File: src/rtl/dmem_port_arbiter.sv
// dmem_port_arbiter
//    Shares the single-port data SRAM between the CPU MEM stage and the
//    external debug/loader port. One access per cycle: the CPU wins by
//    default and the loser is held off (cpu_stall / ext_gnt low). Read data
//    comes back from the SRAM one cycle after the grant and is steered to
//    whichever side issued that read.
//
// Ports
//    clk, rst                         clock and synchronous active-high reset
//    cpu_req/wen/addr/wdata           CPU request (held while cpu_stall=1)
//    cpu_stall                        CPU request not granted this cycle
//    cpu_rvalid/rdata                 CPU read return, one cycle after grant
//    ext_req/wen/addr/wdata           external request (held until ext_gnt)
//    ext_gnt                          external request accepted this cycle
//    ext_rvalid/rdata                 external read return
//    mem_en/wen/addr/wdata            SRAM command for the granted side
//    mem_rdata                        SRAM read data, valid cycle after a read
//
// Configuration
//    DMEM_ARB_STARVE_GUARD_EN  when defined, a 4-bit starvation counter forces
//                              one external grant after STARVE_LIMIT
//                              consecutive denied cycles. When undefined the
//                              CPU has strict priority and no counter exists.

module dmem_port_arbiter #(
   parameter int ADDR_W       = 10,
   parameter int DATA_W       = 32,
   parameter int STARVE_LIMIT = 4
) (
   input  logic              clk,
   input  logic              rst,
   input  logic              cpu_req,
   input  logic              cpu_wen,
   input  logic [ADDR_W-1:0] cpu_addr,
   input  logic [DATA_W-1:0] cpu_wdata,
   output logic              cpu_stall,
   output logic              cpu_rvalid,
   output logic [DATA_W-1:0] cpu_rdata,
   input  logic              ext_req,
   input  logic              ext_wen,
   input  logic [ADDR_W-1:0] ext_addr,
   input  logic [DATA_W-1:0] ext_wdata,
   output logic              ext_gnt,
   output logic              ext_rvalid,
   output logic [DATA_W-1:0] ext_rdata,
   output logic              mem_en,
   output logic              mem_wen,
   output logic [ADDR_W-1:0] mem_addr,
   output logic [DATA_W-1:0] mem_wdata,
   input  logic [DATA_W-1:0] mem_rdata
);

   if (STARVE_LIMIT < 1 || STARVE_LIMIT > 15) begin : g_bad_limit
      $error("dmem_port_arbiter: STARVE_LIMIT must be in 1..15");
   end

   typedef enum logic [1:0] {
      OWNER_NONE = 2'd0,
      OWNER_CPU  = 2'd1,
      OWNER_EXT  = 2'd2
   } owner_t;

   owner_t rd_owner;
   owner_t rd_owner_next;
   logic   force_ext;
   logic   cpu_gnt;

`ifdef DMEM_ARB_STARVE_GUARD_EN
   localparam logic [3:0] LIMIT = STARVE_LIMIT[3:0];

   logic [3:0] starve_cnt;

   // Counts consecutive cycles the external side asked and was refused.
   // Any grant or a dropped request restarts the count; it parks at LIMIT
   // so the forced grant fires exactly once.
   always_ff @(posedge clk) begin
      if (rst) begin
         starve_cnt <= 4'd0;
      end else if (!ext_req || ext_gnt) begin
         starve_cnt <= 4'd0;
      end else if (starve_cnt != LIMIT) begin
         starve_cnt <= starve_cnt + 4'd1;
      end
   end

   assign force_ext = (starve_cnt == LIMIT);
`else
   assign force_ext = 1'b0;
`endif

   // Requests are ignored entirely while reset is held.
   assign cpu_gnt   = !rst && cpu_req && !force_ext;
   assign ext_gnt   = !rst && ext_req && (!cpu_req || force_ext);
   assign cpu_stall = cpu_req && !cpu_gnt;

   // SRAM command mux; address/data default to the CPU side since they are
   // don't-care whenever mem_en is low. Also decides who owns next cycle's
   // read return.
   always_comb begin
      mem_en        = 1'b0;
      mem_wen       = 1'b0;
      mem_addr      = cpu_addr;
      mem_wdata     = cpu_wdata;
      rd_owner_next = OWNER_NONE;
      if (cpu_gnt) begin
         mem_en  = 1'b1;
         mem_wen = cpu_wen;
         if (!cpu_wen) begin
            rd_owner_next = OWNER_CPU;
         end
      end else if (ext_gnt) begin
         mem_en    = 1'b1;
         mem_wen   = ext_wen;
         mem_addr  = ext_addr;
         mem_wdata = ext_wdata;
         if (!ext_wen) begin
            rd_owner_next = OWNER_EXT;
         end
      end
   end

   // Remembers which requester issued the read now in flight in the SRAM.
   always_ff @(posedge clk) begin
      if (rst) begin
         rd_owner <= OWNER_NONE;
      end else begin
         rd_owner <= rd_owner_next;
      end
   end

   // A read in flight when reset arrives is dropped, including during the
   // reset cycle itself.
   assign cpu_rvalid = !rst && (rd_owner == OWNER_CPU);
   assign ext_rvalid = !rst && (rd_owner == OWNER_EXT);
   assign cpu_rdata  = mem_rdata;
   assign ext_rdata  = mem_rdata;

endmodule

File: config.mk
export PLATFORM = sky130hd
export DESIGN_NAME = dmem_port_arbiter
export DESIGN_NICKNAME = d
export VERILOG_FILES = /design/src/rtl/dmem_port_arbiter.sv
export SDC_FILE = /design/constraint.sdc
export NUM_CORES = 1
export LEC_CHECK = 0
export BUFFER_PORTS_ARGS = -buffer_cell sky130_fd_sc_hd__buf_2
export CAP_MARGIN = 10
export CORE_AREA = 2 2 92 94
export DETAILED_ROUTE_END_ITERATION = 8
export DIE_AREA = 0 0 94 96
export HOLD_SLACK_MARGIN = 0.1
export PLACE_DENSITY = 0.57
export SYNTH_ARGS = -nofsm -noshare
export SYNTH_HDL_FRONTEND = slang
export SYNTH_SLANG_ARGS = --single-unit
File: constraint.sdc
create_clock -name clk -period 0.95 [get_ports clk]
set_input_delay 0 -clock clk [delete_from_list [all_inputs] [get_ports clk]]
set_output_delay 0 -clock clk [all_outputs]
set_load 0.01 [all_outputs]
==> summary.md <==
| Metric | Value |
|---|---|
| Sw power | `~500 µW` |
| Starting DRT DRC Count | `7` |
| Wire length per cell | `12.23 µm` |
| RSZ-0062 raised after global routing | `yes` |
| All-Layer GR Usage | `0.07179` |
| Final setup violation count | `42` |
| Post-Syn Nets | `around 250` |
| Grt total ovfl | `0` |
| Post-Layout Cell Count | `345` |
| First-pass DRT Iterations | `2` |
| CTS root buf | `clkbuf_8` |
| First-pass GRT wire length | `5.140 mm` |
| Worst Path Arrival | `1100 ps` |
| Yosys warnings | `0` |
| Final WS setup | `-152.8 ps` |
| Vias after detailed routing | `about 1,300` |
| H-tree lvl count | `1` |
| Inserted Clock Buffers | `3` |
| Fin area | `2337 µm²` |
| Residual DRC | `0` |
| Relative slew slack | `0.8346` |
| Min-delay src | `cpu_req` |
| CP Class | `in2out` |
| Largest net degree at the start of global routing | `17` |
| Core Util, Final | `0.2903` |
| Antenna diode count | `0` |
| Final Hold Fails | `0` |
| Total routed wirelength | `4.221 mm` |
| Antenna violations before repair | `0` |
| Multi-input logic area | `696.9 µm²` |
| Commonest non-fill, non-tap cell in the layout | `buf_2` |
| Area grow syn2layout | `107.3%` |
| Port Buf Inserts | `about 140` |
| Largest register by flop count | `rd_owner` |
| Final Max Slew Viols | `0` |
| Starting Density | `0.1400` |
| Sequential area share after synthesis | `0.03552` |
| Gp weighted congestion | `0.6519` |
| Setup crit start kind | `input pin` |
| Hold Path Class | `in2reg` |
| Switching share of power | `0.3246` |
| FF/Latch Area | `40.04 µm²` |
| Maxcap violations | `0` |
| Core footprint | `8051 µm²` |
| Die ar. | `9024 µm²` |
| Critical path's slowest cell | `mux2_4` |
| Die W | `roughly 94 µm` |
| FMAX | `~0.91 GHz` |
| Final min period | `approximately 1100 ps` |
| Share of layout cells above drive strength 1 | `0.8083` |
| Avg Inst Size Synth | `9.091 µm²` |
| Most frequent cells in the layout | `buf_2, mux2_4, buf_6` |
| Clock-pin slew on the worst setup and hold paths | `30 ps` |
| Placed cell areas | `roughly 1600 µm²` |
| Io pins | `between 200 and 250` |
| Vias per cell | `about 3.8` |
| Die Y | `96 µm` |
| Crit-path max FO | `8` |
| #FFs+latches synth | `2` |
| Clk network pwr share | `0.227` |
| Violated checks | `setup timing` |
| Vias in the first global route | `1,126` |
| Combinational share of power | `0.715` |
| Worst Setup End Kind | `primary output` |
| Overall Power | `1527 µW` |
| Unique cell type count in the Yosys netlist | `13` |
| Num rows | `33` |
| CTS tree | `built` |
| Critical Path Start | `cpu_req` |
| Clock Sinks | `2` |
| Final Net Count | `about 360` |
| Status | `complete, but fails checks` |
| Sequential power share | `0.058` |
| Dpl ws | `-215.4 ps` |
| VDD IR max | `719.8 µV` |
| Synth area leader | `buf_4` |
| Placed insts | `302` |
| CP dominant cell by count | `buf_6` |
| Worst path max stage delay | `310 ps` |
| Top flop regs | `rd_owner x2` |
| Post-synth top area share | `0.4262` |
| Mapped Area | `1127 µm²` |
| Crit path capture | `mem_wdata[8]` |
| Max Root-Sink Buffers | `2` |
| Required time of the critical path | `950 ps` |
| Synth top area cells | `buf_4, mux2_2, mux2_1` |
| Int Pwr | `slightly above 1000 µW` |
| Slew @ Worst Pin | `247.2 ps` |
| Max reg flops | `2` |
| Cell Chain, Critical Path | `buf_6 > nor3b_4 > buf_6 > buf_16 > mux2_4 > buf_6` |
| Final ANT Viol Nets | `0` |
| P per Cell Area | `653.4 nW/µm²` |
| Synth Instances | `124` |
| # fillers | `857` |
| Tcrit/Tclk final | `1.161` |
| Leakage | `roughly 0.0012 µW` |
==> critical path: cells and delay by family <==
family | cells | cell delay, ps
simple gates | 1 | 240
mux | 1 | 310
buf+inv | 4 | 550
==> through the flow <==
stage / hold slack (ps) / setup TNS (ps)
after floorplan: 71.61 / -2657
after global placement: 0.1008 / -6538
after detailed placement: 0.1008 / -7619
after CTS: 197.2 / -5633
after global routing: 216.1 / -8251
final: 200.5 / -5495
==> logic make-up (layout without fill, tap and decap cells) <==
| logic type | count (synthesis) | after routing | share of synthesized area |
|---|---|---|---|
| AOI/OAI and AO/OA | 1 | 1 | 0.004435 |
| buffers and inverters | 69 | 185 | 0.4761 |
| DFF | 2 | 2 | 0.03552 |
| muxes | 42 | 42 | 0.4195 |
| and+or+nand+nor | 10 | 10 | 0.06438 |
==> worst min-delay path by stage <==
stage,end,cells past startpoint
after floorplan,rd_owner[1],1
after global placement,cpu_rdata[16],0
after detailed placement,cpu_rdata[16],0
after CTS,rd_owner[0],3
after global routing,rd_owner[0],3
final,rd_owner[0],3
==> routing by layer <==
| layer | part of all wire | routed length [µm] | up-vias | track usage |
|---|---|---|---|---|
| met5 | 0 | 0 | - | 0 |
| met4 | 0.010 | 44 | 0 | 0.01812 |
| met3 | 0.13 | 544 | 6 | 0.01488 |
| met2 | 0.56 | 2380 | 128 | 0.1530 |
| met1 | 0.30 | 1252 | 581 | 0.06842 |
| li1 | - | - | 584 | - |
==> final cells by class <==
| cell class | instances | area share |
|---|---|---|
| tap | 105 | 0.05621 |
| clock buffer | 3 | 0.01767 |
| sequential | 2 | 0.01713 |
| timing repair buffer | 182 | 0.6108 |
| multi-input combinational | 53 | 0.2982 |
==> power by group through the flow <==
stage	clock network, µW	registers [µW]	logic [µW]
after floorplan	0	89.4	633
after global placement	0	89.7	678
after detailed placement	0	89.9	683
after CTS	354	88.9	1010
after global routing	369	89.2	1170
final	346	88.8	1090
==> cell usage after synthesis <==
| cell | number |
|---|---|
| dfxtp_1 | 2 |
| mux2_1 | 7 |
| nor2_1 | 2 |
| nor3b_4 | 1 |
| buf_6 | 5 |
| and2_1 | 1 |
| a21oi_1 | 1 |
| nand3b_1 | 1 |
| buf_4 | 64 |
| mux2_2 | 35 |
| nand2_1 | 1 |
| nor3b_1 | 3 |
| nor2b_1 | 1 |
==> what timing repair did <==
| item | in CTS | in global routing |
|---|---|---|
| endpoints found under the hold margin | 66 | 0 |
| pin swaps | 1 | 1 |
| endpoints found under the setup margin | 42 | 43 |
| cloned | 2 | 2 |
| setup buffers | 3 | 0 |
| hold buffers | 35 | 0 |
| resized for setup | 23 | 18 |
No activity file was read; power rests on OpenSTA's default activity.
